<file path="src/rtl/la_pwrseq.sv">
// la_pwrseq: steps N power/decap banks on or off one at a time, delay+1 cycles apart.
// Defining LA_PWRSEQ_STATUS_EN adds a 'level' output that reports how many banks are enabled.
module la_pwrseq #(
    parameter int N    = 4,
    parameter int DW   = 8,
    parameter     PROP = "DEFAULT"
) (
    input  logic          clk,
    input  logic          rst,
    input  logic          req,
    input  logic [DW-1:0] delay,
    output logic [N-1:0]  en,
    output logic          ack,
    output logic          busy
`ifdef LA_PWRSEQ_STATUS_EN
    ,
    output logic [$clog2(N+1)-1:0] level
`endif
);
    localparam int LW = $clog2(N+1);
    localparam logic [LW-1:0] LvlMax = LW'(N);

    typedef enum logic [1:0] {OFF, UP, ON, DOWN} state_e;

    state_e        state_q;
    logic [LW-1:0] level_q;
    logic [DW-1:0] timer_q;
    logic [LW-1:0] levelInc_d;
    logic [LW-1:0] levelDec_d;
    logic          unusedProp;

    // PROP only tags the technology flavour and never steers behaviour.
    assign unusedProp = |PROP;

    assign levelInc_d = level_q + LW'(1);
    assign levelDec_d = level_q - LW'(1);

    always_ff @(posedge clk) begin
        if (rst) begin
            state_q <= OFF;
            level_q <= '0;
            timer_q <= '0;
        end else begin
            unique case (state_q)
                OFF: begin
                    if (req) begin
                        level_q <= LW'(1);
                        timer_q <= delay;
                        state_q <= (N == 1) ? ON : UP;
                    end
                end
                UP: begin
                    if (!req) begin
                        state_q <= DOWN;
                        timer_q <= delay;
                    end else if (timer_q != '0) begin
                        timer_q <= timer_q - DW'(1);
                    end else begin
                        level_q <= levelInc_d;
                        timer_q <= delay;
                        if (levelInc_d == LvlMax) state_q <= ON;
                    end
                end
                ON: begin
                    if (!req) begin
                        level_q <= levelDec_d;
                        timer_q <= delay;
                        state_q <= (N == 1) ? OFF : DOWN;
                    end
                end
                DOWN: begin
                    // A reversal keeps the current level so no bank toggles twice.
                    if (req) begin
                        state_q <= UP;
                        timer_q <= delay;
                    end else if (timer_q != '0) begin
                        timer_q <= timer_q - DW'(1);
                    end else begin
                        level_q <= levelDec_d;
                        timer_q <= delay;
                        if (levelDec_d == '0) state_q <= OFF;
                    end
                end
            endcase
        end
    end

    for (genvar i = 0; i < N; i++) begin : g_en
        assign en[i] = (level_q > LW'(i));
    end

    assign ack  = (state_q == ON);
    assign busy = (state_q == UP) || (state_q == DOWN);

`ifdef LA_PWRSEQ_STATUS_EN
    assign level = level_q;
`endif

endmodule

</file>
<file path="config.mk">
export PLATFORM = sky130hd
export DESIGN_NAME = la_pwrseq
export DESIGN_NICKNAME = d
export VERILOG_FILES = /design/src/rtl/la_pwrseq.sv
export SDC_FILE = /design/constraint.sdc
export NUM_CORES = 1
export LEC_CHECK = 0
export BUFFER_PORTS_ARGS = -buffer_cell sky130_fd_sc_hd__clkbuf_2
export CAP_MARGIN = 15
export CORE_MARGIN = 3
export CORE_UTILIZATION = 35
export DETAILED_ROUTE_END_ITERATION = 7
export PLACE_DENSITY_LB_ADDON = 0.1
export SETUP_SLACK_MARGIN = 0.02
export SYNTH_ARGS = -nofsm -noshare
export SYNTH_HDL_FRONTEND = slang
export SYNTH_SLANG_ARGS = --single-unit
</file>
<file path="constraint.sdc">
create_clock -name clk -period 2.3 [get_ports clk]
set_input_delay 0.345 -clock clk [delete_from_list [all_inputs] [get_ports clk]]
set_output_delay 0.345 -clock clk [all_outputs]
set_load 0.005 [all_outputs]
</file>
==> metrics.log <==
[metrics] result of the run: finished, final reports clean
[metrics] post-CTS setup-driven buffer insertion count: 0
[metrics] number of clock buffers inserted by TritonCTS: 3
[metrics] total routing resource utilization after global routing: 13.4%
[metrics] DRC marker count from the first detailed-route iteration: 34
[metrics] Final period util: 89.6%
[metrics] leading post-synthesis cells by instance count: nor2_1, ha_1, dfxtp_1
[metrics] instance count after placement with tap cells included: 189
[metrics] leading post-synthesis cells by cell area: dfxtp_1, ha_1, a21oi_1
[metrics] Synthesized Nets: about 160
[metrics] routing layer with the top usage in global route: met2
[metrics] sequential group share of total power: between 20% and 30%
[metrics] power density over cell area: 1360 nW/um2
[metrics] CTS tree: built
[metrics] combinational share of power: about two thirds
[metrics] diode insertion count for antenna repair: 0
[metrics] per-cell via count in the routed design: 5.27
[metrics] slew of the pin with the lowest slew margin: around 0.48 ns
[metrics] met1 Resource Use GR: 19.1%
[metrics] post-synth top area share: between 20% and 30%
[metrics] number of enable-type register cells in the synthesized netlist: 0
[metrics] CP endpoint kind: register
[metrics] drt first pass iters: 4
[metrics] Yosys warnings: 0
[metrics] met2 Track Usage GR: 19.7%
[metrics] critical path start-end classification: register to register
[metrics] number of antenna-violating nets in the routed design: 0
[metrics] critical path's most frequent cell: mux2i_1
[metrics] first-pass GRT wire length: ~4.3 mm
[metrics] ratio of cells with drive above 1 in the final layout: between 20% and 30%
[metrics] setup TNS: 0 ns
[metrics] average wire per standard cell: 13.5 um
[metrics] Final #Nets: approximately 180
[metrics] buffer type at the clock tree root: clkbuf_4
[metrics] Congestion Overflow GR: 0
[metrics] Internal Power: approximately 880 uW
[metrics] cells resized by post-CTS repair: 0
[metrics] filler-free cell count of the finished design: slightly below 200
[metrics] cell with the biggest individual delay on the critical path: mux2i_1
[metrics] total core area: about 2900 um2
[metrics] placer congestion estimate: slightly below 0.8
[metrics] clock skew after layout: between 0.007 and 0.008 ns
[metrics] Reg clk slew, reported paths: 0.09 ns
[metrics] hold-fix buffers at CTS: 0
[metrics] area of the die: slightly below 4000 um2
[metrics] Final Routed Wirelength: around 2.6 mm
[metrics] placed wire-length estimate after detailed placement: slightly below 2 mm
[metrics] worst-skew pair later-pin latency: 0.29 ns
[metrics] maximum number of pins on one net before global-route repair: 15
[metrics] width of the die: between 60 and 70 um
[metrics] share of synthesized flip-flops with an asynchronous set or reset: 0%
[metrics] met3 Track Usage GR: 3.96%
[metrics] maximum clock frequency: approximately 500 MHz
[metrics] Period minus WS final: between 2 and 2.5 ns
[metrics] leading register cell type out of synthesis: dfxtp_1
[metrics] Slew Limit Fails: 0
[metrics] sequential fraction of the synthesis area: 23.4%
[metrics] #FFs+latches synth: 13
[metrics] dominant cell by count in the synthesized netlist: nor2_1
[metrics] netlist area before placement: between 1000 and 1500 um2
[metrics] total number of vias: 1017
[metrics] H-tree Lvls: 1
[metrics] Slowest Stage Delay on Critical Path: roughly 0.43 ns
[metrics] clock share of power: around 9%
[metrics] CP top delay family: multiplexers
[metrics] vias in the first global route: roughly 930
[metrics] largest area contributor in the netlist: dfxtp_1
[metrics] worst slew margin relative to its limit: between 60% and 70%
[metrics] Cells after Synth: approximately 130
[metrics] Max rail drop VDD: between 0.5 and 0.6 mV
[metrics] area delta synth->final: 13.8%
[metrics] CP Max Fanout: 8
[metrics] Critical Path Source Type: register
[metrics] path category of the worst min-delay check: input pin to register
[metrics] worst-path cell chain: inv_1, ha_1, mux2i_1, a21oi_2, a211oi_2, mux2i_1, nor2_1
[metrics] setup repair after global routing missed its margin: no
[metrics] unique cell type count in the Yosys netlist: a little over 40
[metrics] IO Count: 17
[metrics] total net switching power: 841 uW
[metrics] switching share of power: approximately half
[metrics] Critical Path RT: 2.47 ns
[metrics] data arrival time of the critical path: 2.23 ns
[metrics] Avg Cell Area, Syn: 8.37 um2
[metrics] number of sinks on the clock net: 13
[metrics] initial antenna violation count: 0
[metrics] number of buffers added on ports: 16
[metrics] floorplan row count: 19
[metrics] deepest clock path buffer count: 2
[metrics] Pleak: 0.000557 uW
[metrics] critical path buffer and inverter count: 1
[metrics] DRC violations left: 0
[metrics] total of endpoints with negative setup slack in the final report: 0
[metrics] starting density of the core: between 30% and 40%
[metrics] Final Hold Violating Endpoints: 0
[metrics] Die Y-Extent: 62.4 um
[metrics] maxcap violations: 0
==> through the flow <==
stage	cell area, um2	setup slack, ns	hold slack [ns]	util, %	power (uW)
floorplan	1110	0.506	0.460	-	1290
global placement	1240	0.410	0.512	42.8	1560
detailed placement	1240	0.273	0.526	42.8	1560
CTS	1270	0.258	0.329	43.7	1720
global route	1270	0.0626	0.359	43.7	1890
finish	1270	0.240	0.337	43.7	1720
==> cell usage in the layout, fill, tap and decap left out, types with 3 or more instances in the layout <==
| master | count |
|---|---|
| a32oi_1 | 3 |
| a211oi_1 | 5 |
| o32ai_1 | 3 |
| nor3_1 | 4 |
| mux2i_1 | 3 |
| dfxtp_1 | 13 |
| nand2_1 | 7 |
| o21ai_0 | 6 |
| a21oi_1 | 12 |
| ha_1 | 14 |
| clkbuf_4 | 3 |
| clkbuf_2 | 16 |
| nor2_1 | 15 |
| inv_1 | 12 |
==> cell type report <==
type                            count  area [um2]
Clock buffer                        4        26.3
Fill cell                         318        1630
Inverter                           12        45.0
Multi-Input combinational cell    105         796
Sequential cell                    13         260
Tap cell                           42        52.6
Timing Repair Buffer               17        87.6
==> cells by family (layout without fill, tap and decap cells) <==
| group | Yosys count | in the layout | synth area share [%] |
|---|---|---|---|
| simple gates | 39 | 39 | 19.8 |
| compound gates | 47 | 47 | 31.1 |
| xor+xnor | 1 | 1 | 0.787 |
| flops | 13 | 13 | 23.4 |
| mux | 4 | 4 | 4.04 |
| buf+inv | 15 | 33 | 5.17 |
| fa+ha+maj | 14 | 14 | 15.7 |
==> power groups by stage <==
stage | Clock, uW | Sequential (uW) | Combinational, uW
after floorplan | 0 | 409 | 877
after global placement | 0 | 427 | 1130
after detailed placement | 0 | 434 | 1130
after CTS | 160 | 428 | 1140
after global routing | 171 | 448 | 1270
final | 152 | 429 | 1140
==> flip-flops by register name, indices dropped and copies added (netlist names) <==
signal and flops:
timer_q 8, state_q 2, level_q 3
==> path summary, 6_finish.rpt <==
| kind | startpoint | endpoint | slack (ns) | cells past startpoint |
|---|---|---|---|---|
| worst max-delay path | state_q[1] | state_q[0] | 0.24 | 7 |
| worst min-delay path | delay[4] | timer_q[4] | 0.34 | 3 |
| worst max register to register | state_q[1] | state_q[0] | 0.24 | 7 |
| worst min register to register | timer_q[5] | timer_q[5] | 0.54 | 2 |
==> worst reg2reg max path: cells and delay by family, from the launching register on <==
kind | cells | cell delay (ns)
DFF | 1 | 0.38
AOI/OAI and AO/OA | 2 | 0.46
muxes | 2 | 0.68
adders and majority gates | 1 | 0.27
and+or+nand+nor | 1 | 0.05
buffers and inverters | 1 | 0.10
==> routing by layer <==
metal / vias up / part of all wire [%]
met4: 0 / 0.69
met5: - / 0
met1: 479 / 52
met2: 17 / 44
met3: 2 / 3.2
li1: 519 / -
(Power assumes the default switching activity.)
